===== src/rtl/serial_add_sub_pkg.sv =====
// -----------------------------------------------------------------------------
// serial_add_sub_pkg
// Shared definitions for the bit-serial add/subtract unit:
//   - state_t   : controller states IDLE / RUN / DONE
//   - N_DEF     : default operand width
//   - cnt_width : width of the bit counter for an N-bit operation
// -----------------------------------------------------------------------------
package serial_add_sub_pkg;

    typedef enum logic [1:0] {
        IDLE = 2'd0,
        RUN  = 2'd1,
        DONE = 2'd2
    } state_t;

    localparam int N_DEF = 4;

    // Counter only has to reach N-1, so $clog2(N) bits suffice.
    // Clamp to one bit so a degenerate width never yields a zero-width vector.
    function automatic int cnt_width(input int n);
        return (n <= 2) ? 1 : $clog2(n);
    endfunction

endpackage


===== src/rtl/serial_bit_cell.sv =====
// -----------------------------------------------------------------------------
// serial_bit_cell
// Combinational full-adder bit used by the serial datapath. The carry is
// registered by the parent, not here.
//   a, b, cin : operand bits and carry in
//   s         : sum bit
//   cout      : carry out
// -----------------------------------------------------------------------------
module serial_bit_cell (
    input  logic a,
    input  logic b,
    input  logic cin,
    output logic s,
    output logic cout
);

    assign s    = a ^ b ^ cin;
    assign cout = (a & b) | ((a ^ b) & cin);

endmodule


===== src/rtl/serial_add_sub.sv =====
// -----------------------------------------------------------------------------
// serial_add_sub
// Bit-serial signed add/subtract: R = X + Y (sub=0) or R = X - Y (sub=1),
// one bit per clock, LSB first, through one full-adder cell.
//
// Handshake: start is accepted only on a cycle where ready=1 (IDLE). The
// operands and sub are captured on that edge. done is a one-cycle pulse in
// which R, cout and ovf are final; they are held until the next accepted start.
//
// Ports:
//   clk, rst_n : clock, asynchronous active-low reset
//   start, sub : request and operation select (sampled with start)
//   X, Y       : N-bit two's complement operands
//   ready      : high in IDLE
//   busy       : high in RUN (exactly N cycles per operation)
//   done       : one-cycle result-valid pulse
//   R          : result (partial shifts visible during RUN)
//   cout       : carry out of MSB (subtract: 1 = no borrow)
//   ovf        : signed overflow (carry into MSB xor carry out of MSB)
// -----------------------------------------------------------------------------
module serial_add_sub
    import serial_add_sub_pkg::*;
#(
    parameter int N = N_DEF
) (
    input  logic         clk,
    input  logic         rst_n,
    input  logic         start,
    input  logic         sub,
    input  logic [N-1:0] X,
    input  logic [N-1:0] Y,
    output logic         ready,
    output logic         busy,
    output logic         done,
    output logic [N-1:0] R,
    output logic         cout,
    output logic         ovf
);

    localparam int            CW      = cnt_width(N);
    localparam logic [CW-1:0] LAST    = CW'(N - 1);
    localparam logic [CW-1:0] MSB_IN  = CW'(N - 2);

    state_t         state, state_nxt;
    logic [N-1:0]   a_sr, b_sr;
    logic           c_reg;
    logic           cmsb_in;
    logic [CW-1:0]  cnt;
    logic           bit_s, bit_c;

    serial_bit_cell u_cell (
        .a    (a_sr[0]),
        .b    (b_sr[0]),
        .cin  (c_reg),
        .s    (bit_s),
        .cout (bit_c)
    );

    // ---------------- FSM ----------------
    always_ff @(posedge clk or negedge rst_n) begin
        if (!rst_n) state <= IDLE;
        else        state <= state_nxt;
    end

    always_comb begin
        state_nxt = state;
        case (state)
            IDLE:    if (start)       state_nxt = RUN;
            RUN:     if (cnt == LAST) state_nxt = DONE;
            DONE:                     state_nxt = IDLE;
            default:                  state_nxt = IDLE;
        endcase
    end

    assign ready = (state == IDLE);
    assign busy  = (state == RUN);
    assign done  = (state == DONE);

    // ---------------- datapath ----------------
    always_ff @(posedge clk or negedge rst_n) begin
        if (!rst_n) begin
            a_sr    <= '0;
            b_sr    <= '0;
            c_reg   <= 1'b0;
            cmsb_in <= 1'b0;
            cnt     <= '0;
            R       <= '0;
            cout    <= 1'b0;
            ovf     <= 1'b0;
        end else begin
            case (state)
                IDLE: begin
                    if (start) begin
                        // Subtract is X + ~Y + 1: invert B and seed the carry with 1.
                        a_sr  <= X;
                        b_sr  <= sub ? ~Y : Y;
                        c_reg <= sub;
                        cnt   <= '0;
                    end
                end
                RUN: begin
                    R     <= {bit_s, R[N-1:1]};
                    a_sr  <= a_sr >> 1;
                    b_sr  <= b_sr >> 1;
                    c_reg <= bit_c;
                    cnt   <= cnt + 1'b1;
                    // Carry out of bit N-2 is the carry into the MSB.
                    if (cnt == MSB_IN) cmsb_in <= bit_c;
                    // Flags update on the last bit so they are final in DONE.
                    if (cnt == LAST) begin
                        cout <= bit_c;
                        ovf  <= cmsb_in ^ bit_c;
                    end
                end
                default: ;
            endcase
        end
    end

endmodule


===== config.mk =====
export PLATFORM = sky130hd
export DESIGN_NAME = serial_add_sub
export DESIGN_NICKNAME = d
export VERILOG_FILES = /design/src/rtl/serial_add_sub_pkg.sv /design/src/rtl/serial_bit_cell.sv /design/src/rtl/serial_add_sub.sv
export SDC_FILE = /design/constraint.sdc
export NUM_CORES = 1
export LEC_CHECK = 0
export ABC_CLOCK_PERIOD_IN_PS = 3500
export CAP_MARGIN = 20
export CELL_PAD_IN_SITES_DETAIL_PLACEMENT = 1
export CELL_PAD_IN_SITES_GLOBAL_PLACEMENT = 1
export CORE_ASPECT_RATIO = 0.6
export CORE_MARGIN = 1.5
export CORE_UTILIZATION = 41
export DETAILED_ROUTE_END_ITERATION = 10
export HOLD_SLACK_MARGIN = 0.06
export PLACE_DENSITY_LB_ADDON = 0.08
export REMOVE_ABC_BUFFERS = 1
export SLEW_MARGIN = 20
export SYNTH_ARGS = -nofsm -noshare
export SYNTH_HDL_FRONTEND = slang
export SYNTH_SLANG_ARGS = --single-unit

===== constraint.sdc =====
create_clock -name clk -period 3.5 [get_ports clk]
set_input_delay 1.05 -clock clk [delete_from_list [all_inputs] [get_ports clk]]
set_output_delay 1.05 -clock clk [all_outputs]
set_load 0.02 [all_outputs]

==> flow_metrics.py, run 1 <==
metrics = {
    "status": {
        "status": "complete, no violations",
    },
    "routing": {
        "first_pass_iters": 3,
        "wire_per_inst_um": 15.22,
        "drt-met1-wl_um": 961,
        "avgViaCountPerCell": 4.977,
        "top_layer": "met4",
        "vias": 642,
        "routed_wl_mm": 1.964,
        "drt_iter0_drc": 32,
        "wl_met3_um": 78,
        "ant_nets": 0,
        "drc": 0,
        "wl_met2_um": 918,
    },
    "cells_and_area": {
        "diodes": 0,
        "n_fill_cell": 235,
        "nets": 115,
        "drive_gt1_frac": 0.1414,
        "synthToLayoutAreaGrowth_pct": 30.55,
        "reg.largest.list": "R (4), a_sr (4), b_sr (4)",
    },
    "flow_run": {
        "drv_cap": 0,
    },
    "setup_path": {
        "worstPathCellList": "nor2b_1 -> buf_4 -> clkdlybuf4s50_1",
        "setup.worst_path.start_class": "flop",
        "arrival_ns": 1.84,
        "cp.required_ns": 2.45,
        "critical_path.max_stage_delay_ns": 0.62,
        "critPathSlowestCell": "clkdlybuf4s50_1",
        "critPathCaptureType": "output port",
        "critPathMaxFanout": 13,
        "crit_type": "flop to output port",
    },
    "floorplan": {
        "die-height_um": 39.89,
        "initial_utilization": 0.4330,
        "die_width_um": 64.48,
        "die_area_um2": 2572,
        "core_um2": 2147,
        "rows": 13,
        "ios": 21,
    },
    "logic_synthesis": {
        "ys_warn_count": 0,
        "syn_inst": 79,
        "syn_area_per_cell_um2": 11.77,
        "muxShareOfSynthArea": 0.09287,
        "synth.cell_area_um2": 929.6,
        "seq_area_frac_synth": 0.5384,
        "yosys.area_share.simple": 0.09556,
        "synth.distinct_cells": 27,
        "synth_top_family_by_area": "compound AO/OA/AOI/OAI gates",
        "synth_compound_area_frac": 0.1306,
        "synth-seq-cells": 20,
        "synthAdderAreaFrac": 0.04845,
        "synthXorXnorAreaFrac": 0.04711,
    },
    "cts": {
        "cts-root-buf": "clkbuf_8",
        "postCtsSetupBuffers": 0,
        "cts_made_buffers": 3,
        "h-tree-depth": 1,
        "cts_resized": 0,
        "clock_path_buffers": 2,
        "ctsHoldBuffers": 0,
        "cts_sinks": 20,
        "tritoncts": "yes",
        "cts.clk_slew.worst_paths_ns": 0.08,
        "clk_latency_ns": 0.26,
    },
    "global_routing": {
        "grtUsageTotal": 0.1735,
        "grt-ovfl-total": 0,
        "grt_pass1_vias": 613,
        "grt_pass1_wl_mm": 3.091,
        "antenna_found_initial": 0,
        "grt_max_degree": 21,
    },
    "timing": {
        "fin_crit_ns": 2.888,
        "slew_viol_final": 0,
        "final-hold-violation-count": 0,
        "fin_skew_ns": 0.008921,
        "tightest_slew_ns": 0.9215,
        "fmax_ghz": 0.3463,
        "fin_tns_setup_ns": 0,
        "rsz0062_at_grt": "false",
        "post-route-period-util": 0.8250,
        "setup_violations": 0,
        "slew_headroom": 0.3837,
    },
    "placed_design": {
        "gp_congestion": 0.7066,
        "dp_hpwl_mm": 1.436,
        "io_buffers": 20,
    },
    "pwr": {
        "ir_worst_vdd_mv": 0.4339,
        "power_w": 0.001117,
        "power_density_nw_per_um2": 920.0,
        "leakage_nw": 0.5371,
    },
    "min_path": {
        "hp-class": "flop to flop",
    },
}
-- layout make-up --
cell class / count / area, µm² / area share
Sequential cell: 20 / 500.5 / 0.4124
Inverter: 3 / 11.26 / 0.009278
Clock inverter: 1 / 30.03 / 0.02474
Clock buffer: 3 / 41.29 / 0.03402
Multi-Input combinational cell: 51 / 385.4 / 0.3175
Timing Repair Buffer: 21 / 207.7 / 0.1711
Tap cell: 30 / 37.54 / 0.03093
-- report_power, final --
part	switching, W	internal (W)
Clock	0.0000802	0.000153
Combinational	0.000226	0.000241
Sequential	0.0000874	0.000330
-- metrics by stage --
stage / util / setup WS, ns / instance area, µm² / std cells / hold WS (ns)
detailed placement: 0.5321 / 0.8922 / 1142 / 125 / 0.4782
CTS: 0.5653 / 0.5898 / 1214 / 129 / 0.4980
global placement: 0.5321 / 0.9437 / 1142 / 125 / 0.4658
floorplan: - / 1.226 / 897.1 / 74 / 0.4502
global route: 0.5653 / 0.4815 / 1214 / 129 / 0.5207
finish: 0.5653 / 0.6124 / 1214 / 129 / 0.4948
-- worst max-delay path, delay by kind of cell, from the launching register on --
kind,cells,cell delay (ns)
buffers and inverters,2,0.81
DFF,1,0.58
and+or+nand+nor,1,0.19
-- cells in the final DEF (no fill, tap or decap) --
cell type,count
a21oi_1,1
a221o_1,1
a221o_2,1
a22oi_1,4
a32o_1,1
buf_4,1
bufinv_16,1
clkbuf_8,3
clkdlybuf4s50_1,20
dfrtp_1,20
fa_1,1
ha_1,2
inv_1,3
mux2_1,1
mux2_2,4
mux2_4,2
nand2_1,8
nand2_2,1
nand3b_1,1
nor2_1,4
nor2b_1,3
o211ai_1,1
o21ai_0,8
o21bai_1,1
or3b_4,1
xnor2_1,4
xor2_1,1
-- cells by family (layout without fill, tap and decap cells) --
| family | Yosys count | in the layout |
|---|---|---|
| buf+inv | 8 | 28 |
| compound gates | 18 | 18 |
| simple gates | 18 | 18 |
| flops | 20 | 20 |
| xor+xnor | 5 | 5 |
| fa+ha+maj | 3 | 3 |
| mux | 7 | 7 |
-- synthesized netlist by cell type --
library cell / n / share of area
dfrtp_1: 20 / 0.54
nand2_1: 8 / 0.032
o21ai_0: 8 / 0.043
a22oi_1: 4 / 0.032
mux2_2: 4 / 0.048
nor2_1: 4 / 0.016
xnor2_1: 4 / 0.038
inv_1: 3 / 0.012
nor2b_1: 3 / 0.020
buf_2: 2 / 0.011
ha_1: 2 / 0.027
mux2_4: 2 / 0.032
a21oi_1: 1 / 0.0054
a221o_1: 1 / 0.011
a221o_2: 1 / 0.012
a32o_1: 1 / 0.011
buf_4: 1 / 0.0081
buf_6: 1 / 0.012
clkbuf_1: 1 / 0.0040
fa_1: 1 / 0.022
mux2_1: 1 / 0.012
nand2_2: 1 / 0.0067
nand3b_1: 1 / 0.0081
o211ai_1: 1 / 0.0081
o21bai_1: 1 / 0.0081
or3b_4: 1 / 0.012
xor2_1: 1 / 0.0094
-- routing by layer --
metal,up-vias,global-route usage
met5,-,0
met4,0,0.03191
met3,2,0.06034
met2,13,0.2995
met1,319,0.2169
li1,308,-
-- path summary, 6_finish.rpt --
| kind | from | to | slack (ns) | cells after the start |
|---|---|---|---|---|
| min in group asynchronous | rst_n | cout$_DFFE_PN0P_ | 1.30 | 1 |
| worst max-delay path | state[0]$_DFFE_PN0P_ | busy | 0.61 | 3 |
| max in group asynchronous | rst_n | R[0]$_DFFE_PN0P_ | 1.63 | 1 |
| worst min register to register | a_sr[2]$_DFFE_PN0P_ | a_sr[2]$_DFFE_PN0P_ | 0.49 | 2 |
| worst min-delay path | a_sr[2]$_DFFE_PN0P_ | a_sr[2]$_DFFE_PN0P_ | 0.49 | 2 |
| worst max register to register | state[0]$_DFFE_PN0P_ | b_sr[2]$_DFFE_PN0P_ | 1.85 | 2 |
Note: power is estimated with default switching activity, not from simulation.
==> run 2: changes to the inputs <==
--- a/config.mk
+++ b/config.mk
@@ -5,13 +5,13 @@
 export SDC_FILE = /design/constraint.sdc
 export NUM_CORES = 1
 export LEC_CHECK = 0
-export ABC_CLOCK_PERIOD_IN_PS = 3500
+export ABC_CLOCK_PERIOD_IN_PS = 2900
 export CAP_MARGIN = 20
 export CELL_PAD_IN_SITES_DETAIL_PLACEMENT = 1
 export CELL_PAD_IN_SITES_GLOBAL_PLACEMENT = 1
 export CORE_ASPECT_RATIO = 0.6
 export CORE_MARGIN = 1.5
-export CORE_UTILIZATION = 41
+export CORE_UTILIZATION = 38
 export DETAILED_ROUTE_END_ITERATION = 10
 export HOLD_SLACK_MARGIN = 0.06
 export PLACE_DENSITY_LB_ADDON = 0.08
==> constraint.sdc (replaced) <==
create_clock -name clk -period 2.9 [get_ports clk]
set_input_delay 0.87 -clock clk [delete_from_list [all_inputs] [get_ports clk]]
set_output_delay 0.87 -clock clk [all_outputs]
set_load 0.02 [all_outputs]
==> run 2 against run 1 <==
Sequential share of layout area is essentially flat. First-iteration DRC count shrank 38%. Highest routed layer unchanged. Register-to-register slack lost 0.52 ns. Routed wire length grew 0.71%.
==> flow_metrics.py, run 2 (synthesis results as in run 1) <==
metrics = {
    "status": {
        "status": "complete, no violations",
    },
    "timing": {
        "fin_skew_ns": 0.005334,
        "setup_violations": 0,
        "slew_viol_final": 0,
        "slew_headroom": 0.7204,
        "post-route-period-util": 0.8985,
        "tightest_slew_ns": 0.4186,
        "rsz0062_at_grt": "false",
        "fin_ws_ns": 0.2943,
        "fin_tns_setup_ns": 0,
        "final-hold-violation-count": 0,
        "fmax_ghz": 0.3838,
        "fin_crit_ns": 2.606,
        "hold_ws_ns": 0.4919,
    },
    "setup_path": {
        "critPathMaxFanout": 13,
        "critPathCaptureType": "output port",
        "cp.required_ns": 2.03,
        "setup.worst_path.start_class": "flop",
        "arrival_ns": 1.74,
        "r2r_slack_ns": 1.33,
        "crit_type": "flop to output port",
    },
    "floorplan": {
        "die_width_um": 66.86,
        "initial_utilization": 0.4142,
        "ios": 21,
        "die_area_um2": 2762,
        "core_um2": 2245,
        "rows": 13,
        "die-height_um": 41.31,
    },
    "routing": {
        "wire_per_inst_um": 15.10,
        "drt_iter0_drc": 20,
        "ant_nets": 0,
        "drc": 0,
        "top_layer": "met4",
        "drt-met1-wl_um": 969,
        "avgViaCountPerCell": 5.053,
        "wl_met2_um": 903,
        "wl_met3_um": 81,
        "vias": 662,
        "routed_wl_mm": 1.978,
        "first_pass_iters": 2,
    },
    "cells_and_area": {
        "reg.largest.list": "R (4), a_sr (4), b_sr (4)",
        "post-route-util": 0.5401,
        "n_fill_cell": 247,
        "nets": 117,
        "diodes": 0,
        "synthToLayoutAreaGrowth_pct": 30.42,
        "drive_gt1_frac": 0.1584,
        "layout_common_cells": "20 x dfrtp_1, 20 x clkdlybuf4s50_1, 8 x nand2_1, 8 x o21ai_0",
    },
    "global_routing": {
        "grtUsageTotal": 0.1784,
        "antenna_found_initial": 0,
        "grt_pass1_vias": 693,
        "grt_pass1_wl_mm": 3.325,
        "grt_max_degree": 21,
        "grt-ovfl-total": 0,
    },
    "cts": {
        "postCtsSetupBuffers": 0,
        "tritoncts": "yes",
        "ctsHoldBuffers": 0,
        "h-tree-depth": 1,
        "cts.clk_slew.worst_paths_ns": 0.08,
        "cts-root-buf": "clkbuf_8",
        "clk_latency_ns": 0.26,
        "clock_path_buffers": 2,
        "cts_resized": 0,
        "cts_sinks": 20,
        "cts_made_buffers": 3,
    },
    "pwr": {
        "p_seq_frac": 0.397,
        "netSwitchingPower_w": 0.0004686,
        "p_clk_frac": 0.168,
        "combPwrFrac": 0.435,
        "leakage_nw": 0.5402,
        "power.internal_w": 0.0008165,
        "power_w": 0.001285,
        "switching_share": 0.3646,
        "power_density_nw_per_um2": 1060,
        "ir_worst_vdd_mv": 0.4706,
    },
    "placed_design": {
        "dp_hpwl_mm": 1.515,
        "gp_congestion": 0.7150,
        "io_buffers": 20,
        "dp_slack_ns": 0.5870,
    },
    "min_path": {
        "hp-class": "flop to flop",
    },
    "flow_run": {
        "drv_cap": 0,
    },
}
[run 2: cell count changes in the layout (fill, tap and decap cells not counted)]
cell and delta:
bufinv_16 -1, buf_4 +2, clkbuf_8 +1
[run 2: final timing paths]
check / start / end / depth (start not counted)
setup / recovery: state[0]$_DFFE_PN0P_ / busy / 2
min in group asynchronous: rst_n / R[2]$_DFFE_PN0P_ / 2
hold / removal: a_sr[2]$_DFFE_PN0P_ / a_sr[2]$_DFFE_PN0P_ / 2
hold reg to reg: a_sr[2]$_DFFE_PN0P_ / a_sr[2]$_DFFE_PN0P_ / 2
setup reg to reg: state[0]$_DFFE_PN0P_ / cmsb_in$_DFFE_PN0P_ / 4
max in group asynchronous: rst_n / R[1]$_DFFE_PN0P_ / 2
[run 2: final cells by class]
type                       count  area, µm²  area share
inverter                       3      11.26    0.009288
clock buffer                   4      55.05     0.04541
tap                           30      37.54     0.03096
timing repair buffer          23      222.7      0.1837
sequential                    20      500.5      0.4128
multi-input combinational     51      385.4      0.3179
[run 2: power groups by stage]
stage | registers, W | clock network (W) | logic, W
2_1_floorplan | 0.000530 | 0 | 0.000293
4_1_cts | 0.000511 | 0.000221 | 0.000573
3_5_place_dp | 0.000516 | 0 | 0.000570
6_report | 0.000510 | 0.000216 | 0.000559
5_1_grt | 0.000530 | 0.000231 | 0.000627
3_3_place_gp | 0.000507 | 0 | 0.000550
[run 2: per-layer routing]
| metal | vias to the layer above | global-route usage |
|---|---|---|
| met4 | 0 | 0.06122 |
| met3 | 4 | 0.06452 |
| met1 | 336 | 0.2091 |
| met2 | 11 | 0.3175 |
| li1 | 311 | - |
| met5 | - | 0 |
[run 2: critical path, cell delays in order (launching register included)]
cell and delay [ns]:
dfrtp_1 0.60, nor2b_1 0.23, clkdlybuf4s50_1 0.64
[run 2: metrics by stage]
| stage | instances | instance area [µm²] |
|---|---|---|
| 6_report | 131 | 1212 |
| 4_1_cts | 131 | 1212 |
| 3_3_place_gp | 127 | 1157 |
| 5_1_grt | 131 | 1212 |
| 2_1_floorplan | 74 | 897.1 |
| 3_5_place_dp | 127 | 1157 |
